===== src/rtl/cp0_exc_ctrl.sv =====
// ---------------------------------------------------------------------------
// cp0_exc_ctrl
// Coprocessor-0 exception/interrupt controller for the 5-stage MIPS pipeline.
// Holds Status (12), Cause (13) and EPC (14). Samples the external interrupt
// lines into Cause.IP and arbitrates interrupts against EX-stage synchronous
// exceptions and eret. A taken event produces a one-cycle flush + redirect
// in the following cycle.
//
// Ports:
//   clk, rst           clock, synchronous active-high reset
//   int_               external interrupt lines (level)
//   ex_valid, ex_pc,   EX-stage instruction qualifier, PC and delay-slot flag
//   ex_in_delay
//   exc_syscall,       EX-stage exception sources and eret
//   exc_ri, exc_ov,
//   ex_eret
//   pipe_stall         load-use stall; events wait while it is high
//   cp0_we/waddr/wdata mtc0 write port
//   cp0_raddr/rdata    mfc0 read port (combinational)
//   flush, redirect,   one-cycle pipeline kill and PC reload
//   redirect_pc
// ---------------------------------------------------------------------------
module cp0_exc_ctrl #(
    parameter logic [31:0] EXC_VECTOR = 32'h0000_0008,
    parameter int          NUM_INT    = 6
) (
    input  logic               clk,
    input  logic               rst,
    input  logic [NUM_INT-1:0] int_,
    input  logic               ex_valid,
    input  logic [31:0]        ex_pc,
    input  logic               ex_in_delay,
    input  logic               exc_syscall,
    input  logic               exc_ri,
    input  logic               exc_ov,
    input  logic               ex_eret,
    input  logic               pipe_stall,
    input  logic               cp0_we,
    input  logic [4:0]         cp0_waddr,
    input  logic [31:0]        cp0_wdata,
    input  logic [4:0]         cp0_raddr,
    output logic [31:0]        cp0_rdata,
    output logic               flush,
    output logic               redirect,
    output logic [31:0]        redirect_pc
);

    typedef enum logic {
        IDLE  = 1'b0,
        FLUSH = 1'b1
    } state_t;

    state_t             state_q, state_d;
    logic               ie_q, ie_d;
    logic               exl_q, exl_d;
    logic [NUM_INT-1:0] im_q, im_d;
    logic [NUM_INT-1:0] ip_q, ip_d;
    logic               bd_q, bd_d;
    logic [4:0]         exc_code_q, exc_code_d;
    logic [31:0]        epc_q, epc_d;
    logic [31:0]        redirect_pc_q, redirect_pc_d;

    logic [NUM_INT-1:0] int_pend;
    logic               go;
    logic               int_req;
    logic               exc_take;
    logic               eret_take;

    // Per-line pending: sampled request masked by its Status.IM bit.
    for (genvar gi = 0; gi < NUM_INT; gi++) begin : g_pend
        assign int_pend[gi] = ip_q[gi] & im_q[gi];
    end

    // Events only on a real, unstalled EX instruction so EPC names it.
    assign go        = ex_valid & ~pipe_stall & (state_q == IDLE);
    assign int_req   = ie_q & ~exl_q & (|int_pend);
    assign exc_take  = go & (int_req | exc_ri | exc_ov | exc_syscall);
    assign eret_take = go & ~(int_req | exc_ri | exc_ov | exc_syscall) & ex_eret;

    always_comb begin
        state_d       = state_q;
        ie_d          = ie_q;
        exl_d         = exl_q;
        im_d          = im_q;
        ip_d          = int_;
        bd_d          = bd_q;
        exc_code_d    = exc_code_q;
        epc_d         = epc_q;
        redirect_pc_d = redirect_pc_q;

        // mtc0 first; event updates below override the fields they touch.
        if (cp0_we) begin
            case (cp0_waddr)
                5'd12: begin
                    ie_d  = cp0_wdata[0];
                    exl_d = cp0_wdata[1];
                    im_d  = cp0_wdata[15:10];
                end
                5'd14:   epc_d = cp0_wdata;
                default: ;
            endcase
        end

        if (exc_take) begin
            // Nested exceptions keep the original return point.
            if (!exl_q) begin
                epc_d = ex_in_delay ? (ex_pc - 32'd4) : ex_pc;
                bd_d  = ex_in_delay;
            end
            exl_d = 1'b1;
            if (int_req)     exc_code_d = 5'd0;
            else if (exc_ri) exc_code_d = 5'd10;
            else if (exc_ov) exc_code_d = 5'd12;
            else             exc_code_d = 5'd8;
            redirect_pc_d = EXC_VECTOR;
            state_d       = FLUSH;
        end else if (eret_take) begin
            exl_d         = 1'b0;
            redirect_pc_d = epc_q;
            state_d       = FLUSH;
        end

        if (state_q == FLUSH) begin
            state_d = IDLE;
        end
    end

    always_ff @(posedge clk) begin
        if (rst) begin
            state_q       <= IDLE;
            ie_q          <= 1'b0;
            exl_q         <= 1'b0;
            im_q          <= '0;
            ip_q          <= '0;
            bd_q          <= 1'b0;
            exc_code_q    <= 5'd0;
            epc_q         <= 32'd0;
            redirect_pc_q <= 32'd0;
        end else begin
            state_q       <= state_d;
            ie_q          <= ie_d;
            exl_q         <= exl_d;
            im_q          <= im_d;
            ip_q          <= ip_d;
            bd_q          <= bd_d;
            exc_code_q    <= exc_code_d;
            epc_q         <= epc_d;
            redirect_pc_q <= redirect_pc_d;
        end
    end

    always_comb begin
        cp0_rdata = 32'd0;
        case (cp0_raddr)
            5'd12:   cp0_rdata = {16'd0, im_q, 8'd0, exl_q, ie_q};
            5'd13:   cp0_rdata = {bd_q, 15'd0, ip_q, 3'd0, exc_code_q, 2'd0};
            5'd14:   cp0_rdata = epc_q;
            default: cp0_rdata = 32'd0;
        endcase
    end

    assign flush       = (state_q == FLUSH);
    assign redirect    = (state_q == FLUSH);
    assign redirect_pc = redirect_pc_q;

endmodule


===== config.mk =====
export PLATFORM = sky130hd
export DESIGN_NAME = cp0_exc_ctrl
export DESIGN_NICKNAME = d
export VERILOG_FILES = /design/src/rtl/cp0_exc_ctrl.sv
export SDC_FILE = /design/constraint.sdc
export NUM_CORES = 1
export LEC_CHECK = 0
export CAP_MARGIN = 0
export CORE_ASPECT_RATIO = 2
export CORE_UTILIZATION = 41
export CTS_CLUSTER_SIZE = 12
export DETAILED_ROUTE_END_ITERATION = 10
export PLACE_DENSITY = 0.86
export SYNTH_ARGS = -nofsm -noshare
export SYNTH_HDL_FRONTEND = slang
export SYNTH_SLANG_ARGS = --single-unit

===== constraint.sdc =====
create_clock -name clk -period 1.88 [get_ports clk]
set_clock_uncertainty 0.15 [all_clocks]
set_input_delay 0.376 -clock clk [delete_from_list [all_inputs] [get_ports clk]]
set_output_delay 0.376 -clock clk [all_outputs]
set_load 0.02 [all_outputs]

## After elaboration in Yosys (flattened, before gate mapping)

Index checks and enable logic that the tools add are counted.

| word-level totals | value |
|---|---|
| register bits | 85 |
| input bits | 90 |
| output and inout bits | 66 |
| logic and storage cells | 62 |

| operators by class | value |
|---|---|
| add/sub/neg operators | 1 |
| eq/ne operators | 5 |
| mux-type cells | 17 |
| bitwise gates (word level) | 20 |
| reductions and logical operators | 9 |

Operators by type and width:

| cell | number |
|---|---|
| 32-bit two-way mux | 5 |
| 32-bit one-hot mux with 3 select lines | 1 |
| 32-bit by 3-bit subtractor with 32-bit output (second input constant) | 1 |
| 5-bit by 4-bit == test with 1-bit output (second input constant) | 5 |
| 1-bit bitwise AND | 13 |
| 4-bit two-way mux | 3 |
| 1-bit two-way mux | 6 |
| 3-bit two-way mux | 2 |
| 2-bit AND reduction | 3 |
| 3-bit nonzero test | 2 |
| 6-bit OR reduction | 1 |
| 1-bit inverter | 4 |
| 2-bit OR reduction | 2 |
| 1-bit OR | 3 |
| 2-bit nonzero test | 1 |

## Longest topological paths before layout

Gate-level depths: netlist of the first run.

| logic depth | value |
|---|---|
| depth in word-level cells | 11 |
| gate-level depth with buffers | 7 |
| gate-level depth less buffers | 7 |

## Worst setup path after synthesis of the first run

OpenSTA, ideal clock, no wires.

| timing | value |
|---|---|
| path type | in2out |
| start | input cp0_raddr[0] |
| end | output cp0_rdata[10] |
| data arrival time | 1700 ps |
| required time | 1354 ps |
| setup slack | -346 ps |
| cell stages on the path | 5 |
| buffers on the path | 2 |
| cells stage by stage | buf_2 -> nor4b_1 -> clkbuf_1 -> nand2_1 -> o21ai_0 |

| between the ends | value |
|---|---|
| cells in the longest elaborated chain, start to end | 2 |
| elaborated cells on any way between the ends | 4 |
| classes of those cells | eq/ne (3); mux (1) |

Ends and longest elaborated chain:

| what | line | text |
|---|---|---|
| from (decl) | 41 | `input logic [4:0] cp0_raddr,` |
| 5-bit by 4-bit == test with 1-bit output | 154 | `case (cp0_raddr)` |
| 32-bit one-hot mux with 3 select lines * | 154 |  |
| to (decl) | 42 | `output logic [31:0] cp0_rdata,` |

Every way passes the cells marked *; elsewhere a longest branch is shown, timed or not.

## Worst setup path in the final report of the first run

| timing | value |
|---|---|
| start | input cp0_raddr[0] |
| end | output cp0_rdata[5] |

The elaborated chain is that of the path after synthesis.

==> results of run 1 <==
-- flip-flops by register name (all words and copies together) (netlist names) --
name         cells
flush            1
exc_code_q       3
epc_q           32
ie_q             1
redirect_pc     32
ip_q             6
exl_q            1
bd_q             1
im_q             6
-- per-stage QoR --
stage	power [mW]	instance area, sq um
floorplan	2.19	4450
CTS	4.38	7420
finish	4.48	7780
global placement	2.60	6670
global route	4.60	7780
detailed placement	2.62	6670
-- power by group through the flow --
stage	sequential, mW	combinational (mW)	clock, mW
5_1_grt	1.91	0.851	1.84
4_1_cts	1.89	0.725	1.76
3_5_place_dp	1.93	0.694	0
6_report	1.91	0.811	1.76
2_1_floorplan	1.91	0.278	0
3_3_place_gp	1.93	0.675	0
-- final cells by class --
class                   count  area (sq um)
clock buffers              12           246
repair buffers            262          2690
diodes                      1          2.50
inverters                   5          18.8
fillers                   657          2630
well taps                 137           171
clock inverters             4          50.0
flip-flops and latches     83          1670
multi-input cells         349          2940
-- synthesized netlist by cell type (3+ instances only) --
master	instances
nor4_4	4
xor2_1	4
nand2b_1	3
a22oi_1	4
and2_1	20
buf_2	12
xnor2_1	25
nor3_2	5
a211oi_1	20
or4_1	7
nor3_1	5
nor2_1	71
or3_1	5
inv_1	5
a21o_1	13
mux2i_1	75
dfxtp_1	83
a22o_1	6
clkbuf_1	16
nand2_1	14
o21ai_0	7
nand3_1	4
a21oi_1	19
nor4b_1	3
nand4_1	5
nor3b_1	3
nor2b_1	7
-- timing repair --
action / 4_1_cts / 5_1_grt
cloned: 6 / 4
buffers inserted: 13 / 7
setup endpoints to repair: 97 / 101
pin swaps: 40 / 33
hold buffers: 0 / 0
resized for setup: 303 / 96
-- how the worst min path moves through the flow --
stage | endpoint | startpoint | depth (start not counted) | slack [ps]
floorplan | bd_q | bd_q | 2 | 290
global route | epc_q[28] | ex_pc[28] | 4 | 310
detailed placement | bd_q | bd_q | 2 | 320
global placement | bd_q | bd_q | 2 | 310
finish | epc_q[28] | ex_pc[28] | 4 | 290
CTS | epc_q[28] | ex_pc[28] | 4 | 290
-- worst max-delay path: cells and delay by family --
family,cells,cell delay (ps)
AOI/OAI and AO/OA,1,170
buffers and inverters,4,610
and+or+nand+nor,1,320
-- layout by cell type (no fill, tap or decap), drive strengths merged, types with 5 or more instances in the layout --
master         instances
xnor2                 25
a21oi                 20
inv                    5
a211oi                20
or3                    5
nor4                   8
and2                  20
nand4                  7
clkbuf                24
dfxtp                 83
buf                  142
nand2                 14
nor2                  71
o21ai                  9
nor2b                  7
nor3                  10
mux2i                 75
dlymetal6s2s          10
or4                    7
clkdlybuf4s50         74
a22o                   6
a21o                  13
dlygate4sd2           19
-- layer usage --
layer | wire length [um] | global-route usage [%] | part of all wire, %
met1 | 6190 | 30.0 | 33
met2 | 9930 | 54.6 | 53
met3 | 1110 | 5.45 | 6.0
met4 | 1360 | 21.9 | 7.3
met5 | 0 | 0 | 0
-- kinds of logic after synthesis --
family	share of synthesized area (%)
AOI/OAI and AO/OA	11.5
xor gates and xnor gates	5.82
adders and majority gates	0.286
buffers and inverters	3.98
DFF	38.1
muxes	17.7
and+or+nand+nor	22.7
==> flow_summary.toml, run 1 <==
[place]
hpwl_mm = 11.0
portBuffers = 155
placed_cells = 806
place_ws_ps = -934
place.gp.congestion = 0.853

[finish]
fin_util_pct = 74.7
finalNonFillerCells = 853
drive_above_1_share_pct = 36.9
area_growth_syn_to_layout_pct = 78.2
fin_nets = 801

[yosys]
netlist_instances = 470
synth_nets = 561
yosysTopAreaCell = "dfxtp_1"
yosys_register_bits = 83
netlist_area_sq_um = 4370
yosys-top-cells-area = "dfxtp_1, mux2i_1, nor2_1"
synth_warnings = 0
async_reset_ff_share_pct = 0
synth_edf_count = 0
yosysSeqAreaShare_pct = 38.1
synth_ff_type = "dfxtp_1"
syn_avg_cell_area_sq_um = 9.29
synth.distinct_cells = 45
synth_top_area_share_pct = 38.1

[pwr]
netSwitchingFraction_pct = 25.6
irDropWorstVdd_mv = 0.481
cellInternalPower_mw = 3.34
cellPowerDensity_nw_per_um2 = 576
leakagePower_nw = 3.41
switchingPower_mw = 1.15
combPwrFrac_pct = 18.1
seqPwrFrac_pct = 42.6
clkPwrFrac_pct = 39.4

[clock_network]
cts.sinks = 83
cts_tree = "yes"
cts_buffers = 9
clock_path_buffers = 2
clk_pin_slew_ps = 60
cts-root-buf = "clkbuf_16"
htree_levels = 3
insertion_delay_ps = 340

[sta]
timing.hold.ws_ps = 292
worstMarginPinSlew_ps = 365
slew_violations = 0
setup_ws_ps = -116
finalHoldViolCount = 0
setup_viol = 63
fin_crit_sh_pct = 106
rsz0062_at_grt = "yes"
slew_headroom_pct = 75.3
min_period_ps = 2000
max_freq_mhz = 501
finalSetupTns_ps = -2870

[routing]
finalWirelength_mm = 18.6
via_count = 4846
drtIter0Drc = 391
vias_per_cell = 5.68
drc_errors = 4
drt.antenna.violating_nets = 0
wl_per_cell_um = 21.8
first_pass_iters = 8

[outcome]
violations = "DRC, setup timing"
status = "complete, but fails checks"

[worst_setup_path]
worstPathCellList = "buf_6, nor4b_4, buf_6, buf_12, a22o_1, buf_6"
start_kind = "input pin"
cp-end-kind = "primary output"
crit_path_max_incr_delay_ps = 320
arrival_ps = 1470
crit_start = "cp0_raddr[0]"
criticalPathCategory = "in2out"
critPathMaxFanout = 8
worstReg2RegEnd = "redirect_pc[10]"
critPathSlowestCell = "nor4b_4"
r2r_cells = 8
required_ps = 1350
rrSetupSlack_ps = -70
reg2reg_from = "ip_q[0]"
crit_top_cell = "buf_6"
crit_end = "cp0_rdata[5]"

[die]
rows = 53
core_sq_um = 10400
die_area_sq_um = 11100
die_width_um = 75.0
ios = 156
die_h_um = 148
start_util_pct = 41.9

[global_route]
grt_overflow_total = 0
grt_pass1_wl_mm = 25.0
grt_max_degree = 32
antenna_found_initial = 0
globalRouteTotalUtil_pct = 30.6
first_global_vias = 4895

[job]
cap_violations = 0

[hold_path]
hold_path.class = "in2reg"
Power figures use the tool's default switching activity.
==> run 2, diff against run 1 <==
--- a/config.mk
+++ b/config.mk
@@ -10,7 +10,9 @@
 export CORE_UTILIZATION = 41
 export CTS_CLUSTER_SIZE = 12
 export DETAILED_ROUTE_END_ITERATION = 10
-export PLACE_DENSITY = 0.86
+export GPL_TIMING_DRIVEN = 0
+export PLACE_DENSITY = 0.81
+export SKIP_CTS_REPAIR_TIMING = 1
 export SYNTH_ARGS = -nofsm -noshare
 export SYNTH_HDL_FRONTEND = slang
 export SYNTH_SLANG_ARGS = --single-unit
==> run 2 against run 1 <==
The run ends with setup timing left. Final cell count fell by 4.7%. Largest power group unchanged. Combinational power decreased by 7.9%. Worst hold slack worse by 88 ps. Die area is the same. Largest cell class unchanged. First-iteration DRC count shrank 44%. Total power fell by 2.3%. Core utilization is 1.3 points lower. Clock-buffer cell count fell by 3. Design area down 1.8%. Sequential cell count is the same.
==> flow_summary.toml, run 2 (synthesis results as in run 1) <==
[outcome]
violations = "setup timing"
status = "complete, but fails checks"

[sta]
slew_violations = 0
setup_ws_ps = -270
rsz0062_at_grt = "yes"
min_period_ps = 2150
setup_viol = 94
finalHoldViolCount = 0
worstMarginPinSlew_ps = 626
timing.hold.ws_ps = 204
fin_crit_sh_pct = 114
slew_headroom_pct = 58.3
max_freq_mhz = 465

[finish]
fin_util_pct = 73.4
final_common_cell = "dfxtp_1"
area_growth_syn_to_layout_pct = 75.0
finalNonFillerCells = 813
drive_above_1_share_pct = 33.6
antenna_cells = 0
final_cell_mix = "dfxtp_1, clkdlybuf4s50_1, mux2i_1"
fillers = 671
fin_nets = 764

[routing]
vias_per_cell = 5.60
via_count = 4549
wl_per_cell_um = 21.0
drt.antenna.violating_nets = 0
drtIter0Drc = 219
finalWirelength_mm = 17.1
drc_errors = 0
first_pass_iters = 5

[worst_setup_path]
crit_start = "im_q[4]"
required_ps = 1960
arrival_ps = 2230
crit_top_cell = "buf_6"
critPathSlowestCell = "dfxtp_2"
path_buf_inv = 4
cp_top_family = "buffers and inverters"
crit_path_max_incr_delay_ps = 330
criticalPathCategory = "reg2reg"
cp-end-kind = "flop"
reg2reg_from = "im_q[4]"
start_kind = "flop"
critPathMaxFanout = 5
worstPathCellList = "a22oi_2, a311oi_4, buf_12, buf_6, nor3_4, buf_6, clkbuf_16, mux2i_1, nor2_1"

[place]
place.gp.congestion = 0.853
place_ws_ps = -1200
placed_cells = 758
hpwl_mm = 10.8
portBuffers = 151

[hold_path]
worstHoldStart = "ex_in_delay"
hold_path.class = "in2reg"

[die]
die_width_um = 75.0
core_sq_um = 10400
die_area_sq_um = 11100
rows = 53
die_h_um = 148
ios = 156
start_util_pct = 41.9

[clock_network]
cts-root-buf = "clkbuf_16"
cts.sinks = 83
htree_levels = 3
cts_buffers = 9
clk_pin_slew_ps = 60
clock_path_buffers = 2
cts_tree = "yes"
insertion_delay_ps = 340

[global_route]
grt_max_degree = 14
antenna_found_initial = 0
grt_overflow_total = 0
grt_pass1_wl_mm = 20.6
globalRouteTotalUtil_pct = 25.1
first_global_vias = 4105

[job]
cap_violations = 0

[pwr]
irDropWorstVdd_mv = 0.479
leakagePower_nw = 3.41
cellPowerDensity_nw_per_um2 = 573
run 2: worst min-delay path: cells and delay by family:
kind	cells	cell delay, ps
buffers and inverters	1	140
AND/OR/NAND/NOR	1	80
AO/OA/AOI/OAI	1	50
run 2: path summary, 6_finish.rpt:
kind | end | slack [ps] | cells after the start
max | redirect_pc[31] | -270 | 9
min | bd_q | 200 | 3
max reg2reg | redirect_pc[31] | -270 | 9
min reg2reg | bd_q | 330 | 2
run 2: layer usage:
| metal | track usage, % | part of all wire, % | up-vias |
|---|---|---|---|
| met4 | 16.1 | 6.8 | 0 |
| met3 | 3.14 | 5.2 | 76 |
| met2 | 46.3 | 56 | 206 |
| met5 | 0 | 0 | - |
| met1 | 25.1 | 32 | 2203 |
| li1 | - | - | 2064 |
run 2: final cells by class:
| type | instances | area (sq um) | share of cell area [%] |
|---|---|---|---|
| clock buffer | 9 | 225 | 2.95 |
| inverter | 5 | 18.8 | 0.246 |
| timing repair buffer | 195 | 2170 | 28.4 |
| tap | 137 | 171 | 2.24 |
| clock inverter | 5 | 56.3 | 0.737 |
| buffer | 30 | 314 | 4.11 |
| sequential | 83 | 1670 | 21.8 |
| multi-input combinational | 349 | 3020 | 39.5 |
run 2: stage by stage:
step | setup TNS (ps) | total power [mW] | instance area (sq um)
after detailed placement | -84860 | 2.52 | 6130
after floorplan | -397 | 2.19 | 4450
after global routing | -15410 | 4.49 | 7640
after global placement | -82640 | 2.50 | 6130
after CTS | -61010 | 4.20 | 6420
final | -10010 | 4.38 | 7640
run 2: where the power goes:
group / total, mW / internal (mW) / switching (mW)
Clock: 1.72 / 1.01 / 0.709
Combinational: 0.747 / 0.396 / 0.351
Sequential: 1.91 / 1.83 / 0.0808
Total: 4.38 / 3.24 / 1.14
==> run 3, diff against run 2 <==
--- a/config.mk
+++ b/config.mk
@@ -8,6 +8,7 @@
 export CAP_MARGIN = 0
 export CORE_ASPECT_RATIO = 2
 export CORE_UTILIZATION = 41
+export CTS_CLUSTER_DIAMETER = 60
 export CTS_CLUSTER_SIZE = 12
 export DETAILED_ROUTE_END_ITERATION = 10
 export GPL_TIMING_DRIVEN = 0
==> results of run 3 <==
No change in the layout: final DEF, timing and power equal those of run 2.
